### src/rtl/trace_capture_pkg.sv
// Shared types and helpers for the trace capture path.
package trace_capture_pkg;

  typedef enum logic [1:0] {IDLE, ARMED, POST, DONE} state_t;

  // Oldest stored entry: step back `cnt` slots from the write pointer, modulo depth.
  function automatic int unsigned rd_start(int unsigned wp, int unsigned cnt, int unsigned depth);
    return (wp - cnt) & (depth - 1);
  endfunction

endpackage

### src/rtl/trace_ring_mem.sv
// Capture storage: single write port, asynchronous read, no reset.
module trace_ring_mem #(
  parameter int DATA_W = 32,
  parameter int DEPTH  = 16,
  localparam int AW    = $clog2(DEPTH)
) (
  input  logic              clk,
  input  logic              we,
  input  logic [AW-1:0]     waddr,
  input  logic [DATA_W-1:0] wdata,
  input  logic [AW-1:0]     raddr,
  output logic [DATA_W-1:0] rdata
);

  logic [DATA_W-1:0] mem [DEPTH];

  always_ff @(posedge clk)
    if (we) mem[waddr] <= wdata;

  assign rdata = mem[raddr];

endmodule

### src/rtl/trace_capture_buffer.sv
// Samples a traced value stream into a ring, holds a pre/post-trigger window
// and plays it back oldest-first over a valid/ready port.
module trace_capture_buffer
  import trace_capture_pkg::*;
#(
  parameter int DATA_W    = 32,
  parameter int DEPTH     = 16,
  parameter int POST_TRIG = 4
) (
  input  logic              clk,
  input  logic              reset,
  input  logic              arm,
  input  logic [DATA_W-1:0] trig_value,
  input  logic              sample_valid,
  input  logic [DATA_W-1:0] sample_data,
  output logic              rd_valid,
  input  logic              rd_ready,
  output logic [DATA_W-1:0] rd_data,
  output logic              rd_last,
  output logic              triggered,
  output logic              busy
);

  localparam int AW = $clog2(DEPTH);
  localparam logic [AW-1:0] POST_INIT = AW'(POST_TRIG);
  localparam logic [AW:0]   FULL      = (AW+1)'(DEPTH);

  state_t state, state_nxt;

  logic [AW-1:0]     wr_ptr, rd_ptr, post_cnt, wr_ptr_nxt;
  logic [AW:0]       count, remaining, count_nxt;
  logic [DATA_W-1:0] trig_q;
  logic              capture, hit, xfer;

  assign capture    = sample_valid && (state == ARMED || state == POST);
  assign hit        = capture && (state == ARMED) && (sample_data == trig_q);
  assign xfer       = rd_valid && rd_ready;
  assign wr_ptr_nxt = wr_ptr + 1'b1;
  // Saturate at DEPTH: once full, new writes silently replace the oldest entry.
  assign count_nxt  = (count == FULL) ? count : count + 1'b1;

  assign rd_valid = (state == DONE);
  assign rd_last  = rd_valid && (remaining == (AW+1)'(1));
  assign busy     = (state != IDLE);

  always_comb begin
    state_nxt = state;
    case (state)
      IDLE:    if (arm) state_nxt = ARMED;
      ARMED:   if (hit) state_nxt = (POST_TRIG == 0) ? DONE : POST;
      POST:    if (capture && post_cnt == AW'(1)) state_nxt = DONE;
      DONE:    if (xfer && rd_last) state_nxt = IDLE;
      default: state_nxt = IDLE;
    endcase
  end

  always_ff @(posedge clk) begin
    if (reset) begin
      state     <= IDLE;
      wr_ptr    <= '0;
      rd_ptr    <= '0;
      post_cnt  <= '0;
      count     <= '0;
      remaining <= '0;
      trig_q    <= '0;
      triggered <= 1'b0;
    end else begin
      state <= state_nxt;
      if (state == IDLE && arm) begin
        trig_q    <= trig_value;
        count     <= '0;
        triggered <= 1'b0;
      end
      if (capture) begin
        wr_ptr <= wr_ptr_nxt;
        count  <= count_nxt;
      end
      if (hit) begin
        triggered <= 1'b1;
        post_cnt  <= POST_INIT;
      end else if (capture && state == POST) begin
        post_cnt <= post_cnt - 1'b1;
      end
      // DONE is only entered on a capture, so the window is sized from the post-write pointers.
      if (state != DONE && state_nxt == DONE) begin
        rd_ptr    <= AW'(rd_start(32'(wr_ptr_nxt), 32'(count_nxt), DEPTH));
        remaining <= count_nxt;
      end else if (xfer) begin
        rd_ptr    <= rd_ptr + 1'b1;
        remaining <= remaining - 1'b1;
      end
    end
  end

  trace_ring_mem #(.DATA_W(DATA_W), .DEPTH(DEPTH)) u_mem (
    .clk   (clk),
    .we    (capture),
    .waddr (wr_ptr),
    .wdata (sample_data),
    .raddr (rd_ptr),
    .rdata (rd_data)
  );

endmodule

### config.mk
export PLATFORM = sky130hd
export DESIGN_NAME = trace_capture_buffer
export DESIGN_NICKNAME = d
export VERILOG_FILES = /design/src/rtl/trace_capture_pkg.sv /design/src/rtl/trace_ring_mem.sv /design/src/rtl/trace_capture_buffer.sv
export SDC_FILE = /design/constraint.sdc
export NUM_CORES = 1
export LEC_CHECK = 0
export ABC_AREA = 0
export CAP_MARGIN = 20
export CORE_MARGIN = 3
export CORE_UTILIZATION = 35
export CTS_CLUSTER_DIAMETER = 30
export CTS_CLUSTER_SIZE = 24
export DETAILED_ROUTE_END_ITERATION = 16
export PLACE_DENSITY_LB_ADDON = 0.08
export SLEW_MARGIN = 40
export SYNTH_ARGS = -nofsm -noshare
export SYNTH_HDL_FRONTEND = slang
export SYNTH_HIERARCHICAL = 1
export SYNTH_SLANG_ARGS = --single-unit
### constraint.sdc
create_clock -name clk -period 12.5 [get_ports clk]
set_input_delay 2.5 -clock clk [delete_from_list [all_inputs] [get_ports clk]]
set_output_delay 2.5 -clock clk [all_outputs]
set_load 0.02 [all_outputs]
==> parameters.txt, run 1 <==
Parameter                              Value

Routing
  Count of vias placed by the detailed router    12100
  Routed len/inst    26.0 µm
  Number of remaining DRC errors    0
  Wire length after detailed routing    60600 µm
  Detail-routed via count per cell    5.16
  Number of nets with antenna violations after routing    0
  Drt first pass iters    5
  DR iter-0 viols    between 1000 and 1500

Run status
  Run status    finished clean

Synth
  Count of synthesis-stage warnings from yosys    6
  Gate count after technology mapping    1179
  Number of enable flip-flop cells after synthesis    512
  Proportion of synthesized flip-flops having asynchronous set or reset    0%
  Unique cell type count in the Yosys netlist    48
  Syn_area_per_cell    18.9 µm²
  Biggest area contributors in the synthesized netlist    sky130_fd_sc_hd__edfxtp_1, sky130_fd_sc_hd__mux4_2, sky130_fd_sc_hd__dfxtp_1
  Synthesized area    0.0223 mm²
  Dominant combinational cell family by area after synthesis    multiplexers
  Mapped Nets    between 1000 and 1500
  Cell accounting for the most synthesized area    sky130_fd_sc_hd__edfxtp_1
  Portion of netlist area occupied by mux cells    13.0%
  Most used flip-flop cell after synthesis    sky130_fd_sc_hd__edfxtp_1
  Most repeated cell in the gate-level netlist after synthesis    sky130_fd_sc_hd__edfxtp_1
  Number of flip-flops and latches in the synthesized netlist    about 570
  Share of the synthesized area in the top cell type    69.0%
  Xor-xnor portion of the synthesized cell area    2.07%
  Most numerous cell types in the synthesized netlist    sky130_fd_sc_hd__edfxtp_1, sky130_fd_sc_hd__mux4_2, sky130_fd_sc_hd__nand2_1
  Fraction of the mapped netlist area in adder cells    0.988%
  Simple-gate share of the synthesized area    4.18%
  Sequential area share after synthesis    74.1%
  Synth Area in Compound Gates    4.00%

STA
  Number of pins exceeding their max-slew limit in the final report    0
  FMAX    0.158 GHz
  Fin Setup TNS    0 ns
  Transition at the pin with the smallest max-transition slack    between 0.8 and 0.9 ns
  RSZ-0062 raised after global routing    false
  Final critical-path required period    6.32 ns
  Share of the clock period used by the worst path after layout    around 50%
  Endpoints failing setup    0
  Final Skew    a little under 0.02 ns
  Final number of hold-violating endpoints    0
  Max-Slew Margin vs Limit    46.1%

Floorplan
  Boundary pin count    about 110
  Vertical die dimension    258 µm
  Initial core utilization    35.7%
  Total die area    0.0667 mm²
  Number of placement rows    91
  CORE AREA    0.0624 mm²
  Die extent in x    258 µm

Place
  Total half-perimeter wirelength after legalization and detailed placement    ~33000 µm
  I/O Buffers    104
  Inst Count DP    2089
  Placer's final routability congestion estimate    0.774

Global route
  Number of global-route vias before repair    between 10000 and 15000
  Global route overflow    0
  Antenna violations before repair    1
  Overall track demand over capacity in global routing    18.5%
  First-pass GRT wire length    a little under 90000 µm
  Maximum number of pins on one net before global-route repair    just under 70

Clock network
  Number of sinks on the clock net    569
  Clk root buf    sky130_fd_sc_hd__clkbuf_16
  H-tree depth reported by CTS    4
  Total CTS buffers    132
  Hold buffer count at CTS    0
  Deepest clock path buffer count    3
  Resize count post-CTS    0
  Buffers inserted during post-CTS setup optimization    0
  Clock latency on the worst-skew pair    0.70 ns
  Worst-path clk slew    0.04 ns
  TritonCTS clock tree    yes

Power
  Clock share of power    about three fifths
  Internal Pwr Total    roughly 4.4 mW
  Sw Pwr    about 1.2 mW
  Worst IR drop on VDD    0.0000971 V
  Power per Cell Area    195 mW/mm²
  Sw Share    21.2%
  Leakage power total    9.36 nW
  Share of power burned in registers    a little under two fifths
  Comb power frac    2.8%

Critical path
  Data required time at the worst endpoint    around 10 ns
  Data arrival time at the worst-slack endpoint    3.82 ns
  Critical path endpoint category    output port
  Launch instance of the worst register-to-register path    state[1]
  Critical Path Source Type    register
  Worst setup path class    register to output port
  Critical Path Fanout Max    48
  Crit path from    rd_ptr[0]

Finish
  Share of layout cells above drive strength 1    a little over a quarter
  Area added between synthesis and finish    30.0%
  # fillers    between 5000 and 6000
  Final standard cell count with taps included and fillers excluded    2334
  Total number of nets in the final design    around 1500

Job
  Max-cap violations    0

Min path
  Min-Delay Path Class    register to register
  HP Start    triggered
[path summary, 6_finish.rpt]
check / end / slack [ns] / depth (start not counted)
worst max-delay path: rd_data[26] / 6.18 / 6
worst max register to register: u_mem/mem[2][25] / 9.12 / 6
worst min register to register: triggered / 0.46 / 2
worst min-delay path: triggered / 0.46 / 2
[critical path: stages (launching register included)]
cell and delay, ns:
sky130_fd_sc_hd__dfxtp_4 0.68, sky130_fd_sc_hd__buf_12 0.29, sky130_fd_sc_hd__buf_6 0.55, sky130_fd_sc_hd__mux4_2 0.58
sky130_fd_sc_hd__a22oi_1 0.22, sky130_fd_sc_hd__nand2_1 0.14, sky130_fd_sc_hd__clkdlybuf4s50_1 0.56
[cell type report]
type / count / area (µm²) / share of cell area (%)
clock buffer: 163 / 3550 / 12.3
timing repair buffer: 136 / 1340 / 4.62
tap: 837 / 1050 / 3.61
clock inverter: 80 / 921 / 3.18
antenna: 1 / 2.50 / 0.00864
multi-input combinational: 532 / 5530 / 19.1
sequential: 569 / 16500 / 57.0
inverter: 16 / 60.1 / 0.207
[through the flow]
step                power, mW  area, µm²  setup slack, ns  util, %  hold slack [ns]
global placement         2.29      24400             6.34     39.1            0.454
CTS                      5.72      29000             5.98     46.4            0.465
global route             5.83      29000             5.84     46.4            0.483
detailed placement       2.30      24500             6.68     39.2            0.459
finish                   5.64      29000             6.18     46.4            0.460
floorplan                2.20      22300             6.33        -            0.449
[kinds of logic (layout without fill, tap and decap cells)]
| family | after synthesis | after routing |
|---|---|---|
| buffers and inverters | 78 | 395 |
| AOI/OAI and AO/OA | 133 | 133 |
| other | 0 | 1 |
| and+or+nand+nor | 202 | 202 |
| xor gates and xnor gates | 51 | 51 |
| DFF | 569 | 569 |
| muxes | 129 | 129 |
| adders and majority gates | 17 | 17 |
[power by group through the flow]
stage	Combinational (mW)	Sequential [mW]	Clock, mW
after global routing	0.170	2.10	3.55
after detailed placement	0.159	2.14	0
after global placement	0.158	2.14	0
after CTS	0.160	2.10	3.45
final	0.157	2.10	3.38
after floorplan	0.0672	2.13	0
[flip-flops by register name (all words and copies together), names as in the netlist]
| signal | cells |
|---|---|
| count | 5 |
| trig_q | 32 |
| rd_ptr | 4 |
| post_cnt | 4 |
| triggered | 1 |
| remaining | 5 |
| state | 2 |
| u_mem/mem | 512 |
| wr_ptr | 4 |
[cell usage in the layout, fill, tap and decap left out, drive strengths merged, types with 2 or more instances in the layout]
cell type and n:
nand4b 2, xor2 9, o21ai 4, inv 25, edfxtp 512, nand3b 3
a311oi 3, a22oi 69, and2 6, nand3 10, dfxtp 57, mux4 128
clkinvlp 15, o2111ai 3, nand4 10, bufinv 13, and3 4, xnor2 41
nor3 16, clkinv 43, ha 16, clkdlybuf4s50 103, nand2b 4, nor2b 3
nor4 4, a21oi 46, nand2 107, clkbuf 163, nor2 26, buf 33
or3b 2
[routing by layer]
metal	vias to the layer above	track usage [%]	part of all wire [%]
met1	6358	26.1	46
met5	-	0	0.033
met2	365	28.1	47
met4	2	5.79	1.7
li1	5242	-	-
met3	86	4.72	5.7
No activity file was read; power rests on OpenSTA's default activity.
==> inputs of run 2 (changes only) <==
Clock period 12.5 ns to 5.6 ns, I/O delays scaled along.
==> parameters.txt, run 2 (same netlist as run 1, synthesis figures left out) <==
Parameter                              Value

Critical path
  Critical Path Source Type    register
  Critical path endpoint category    output port
  Setup slack on the worst flop-to-flop path    between 2 and 3 ns
  Worst setup path class    register to output port
  Critical Path Fanout Max    31
  Data arrival time at the worst-slack endpoint    about 3.6 ns
  Worst Reg2Reg Path Length in Cells    7
  Data required time at the worst endpoint    4.48 ns

Clock network
  Number of sinks on the clock net    569
  Total CTS buffers    approximately 130
  H-tree depth reported by CTS    4
  Resize count post-CTS    0
  Hold buffer count at CTS    0
  Worst-path clk slew    0.05 ns
  Clock latency on the worst-skew pair    slightly below 0.7 ns
  Buffers inserted during post-CTS setup optimization    0
  TritonCTS clock tree    yes
  Deepest clock path buffer count    3
  Clk root buf    sky130_fd_sc_hd__clkbuf_16

Routing
  Drt first pass iters    5
  Routed len/inst    between 20 and 30 µm
  Detail-routed via count per cell    5.13
  DR iter-0 viols    943
  Number of remaining DRC errors    0
  Wire length after detailed routing    60100 µm
  Number of nets with antenna violations after routing    0
  Count of vias placed by the detailed router    12200

Place
  Placer's final routability congestion estimate    0.767
  Placed Area    0.0249 mm²
  I/O Buffers    104
  Inst Count DP    ~2100
  Total half-perimeter wirelength after legalization and detailed placement    ~38000 µm

Global route
  Global route overflow    0
  Overall track demand over capacity in global routing    a little under a fifth
  First-pass GRT wire length    88200 µm
  Antenna violations before repair    0
  Maximum number of pins on one net before global-route repair    34
  Number of global-route vias before repair    between 10000 and 15000

STA
  RSZ-0062 raised after global routing    false
  Share of the clock period used by the worst path after layout    84.3%
  Final Skew    0.0223 ns
  Final critical-path required period    4.72 ns
  Transition at the pin with the smallest max-transition slack    0.777 ns
  Max-Slew Margin vs Limit    between 40% and 50%
  Minimum hold slack    0.464 ns
  Endpoints failing setup    0
  Fin Setup TNS    0 ns
  FMAX    0.212 GHz
  Final number of hold-violating endpoints    0
  Number of pins exceeding their max-slew limit in the final report    0

Floorplan
  Total die area    0.0667 mm²
  Vertical die dimension    258 µm
  Boundary pin count    105
  CORE AREA    0.0624 mm²
  Initial core utilization    35.7%
  Number of placement rows    91
  Die extent in x    approximately 260 µm

Finish
  Share of layout cells above drive strength 1    28.2%
  Regs by FF count    u_mem/mem: 512 flops, trig_q: 32 flops
  Leading cell types in the layout, fill and taps excluded    sky130_fd_sc_hd__edfxtp_1, sky130_fd_sc_hd__clkbuf_16, sky130_fd_sc_hd__mux4_2
  Register bank with the most flops    u_mem/mem
  Final standard cell count with taps included and fillers excluded    roughly 2400
  Area added between synthesis and finish    32.4%
  Total number of nets in the final design    1505
  Flip-flop count of the largest register after layout    512
  Finished Cell Area    roughly 0.03 mm²
  Most common library cell in the layout ignoring fill and taps    sky130_fd_sc_hd__edfxtp_1

Min path
  Min-Delay Path Class    register to register
  Depth of the worst hold-timing path    2

Power
  Worst IR drop on VDD    0.000279 V
  Leakage power total    9.65 nW
  Power per Cell Area    436 mW/mm²

Run status
  Run status    finished clean

Job
  Max-cap violations    0
## run 2: metal layers
layer  global-route usage, %  wire, µm
met1                    26.2     27700
met2                    27.8     27800
met3                    5.18      3700
met4                    5.40       869
met5                       0         0
## run 2: final timing paths
kind	end	from
worst max register to register	u_mem/mem[9][31]	state[1]
worst max-delay path	rd_data[26]	rd_ptr[0]
worst min register to register	trig_q[2]	trig_q[2]
worst min-delay path	trig_q[2]	trig_q[2]
## run 2: critical path, cell delays in order (launching register included)
cell and delay [ns]:
sky130_fd_sc_hd__dfxtp_4 0.84, sky130_fd_sc_hd__buf_4 0.44, sky130_fd_sc_hd__mux4_2 0.54, sky130_fd_sc_hd__a22oi_1 0.39, sky130_fd_sc_hd__nand2_1 0.14, sky130_fd_sc_hd__clkdlybuf4s50_1 0.56
## run 2: per-stage QoR
step	total power [mW]	util, %	setup WS (ns)
final	12.9	47.3	0.880
after global routing	13.3	47.3	0.641
after CTS	13.0	47.2	0.746
after detailed placement	5.15	39.9	1.42
after global placement	5.15	39.5	1.40
after floorplan	4.92	-	0.806
## run 2: report_power, final
part	switching [mW]	internal [mW]	leakage (nW)	total, mW
logic	0.232	0.143	2.36	0.375
registers	0.0254	4.68	5.07	4.70
clock network	2.36	5.44	2.22	7.80
total	2.62	10.3	9.65	12.9
## run 2: area by class of cell
type	instances	area, µm²
fillers	5315	32900
flip-flops and latches	569	16500
multi-input cells	532	5530
clock buffers	155	3530
repair buffers	168	1760
clock inverters	90	1070
well taps	837	1050
inverters	16	60.1
diodes	2	5.00
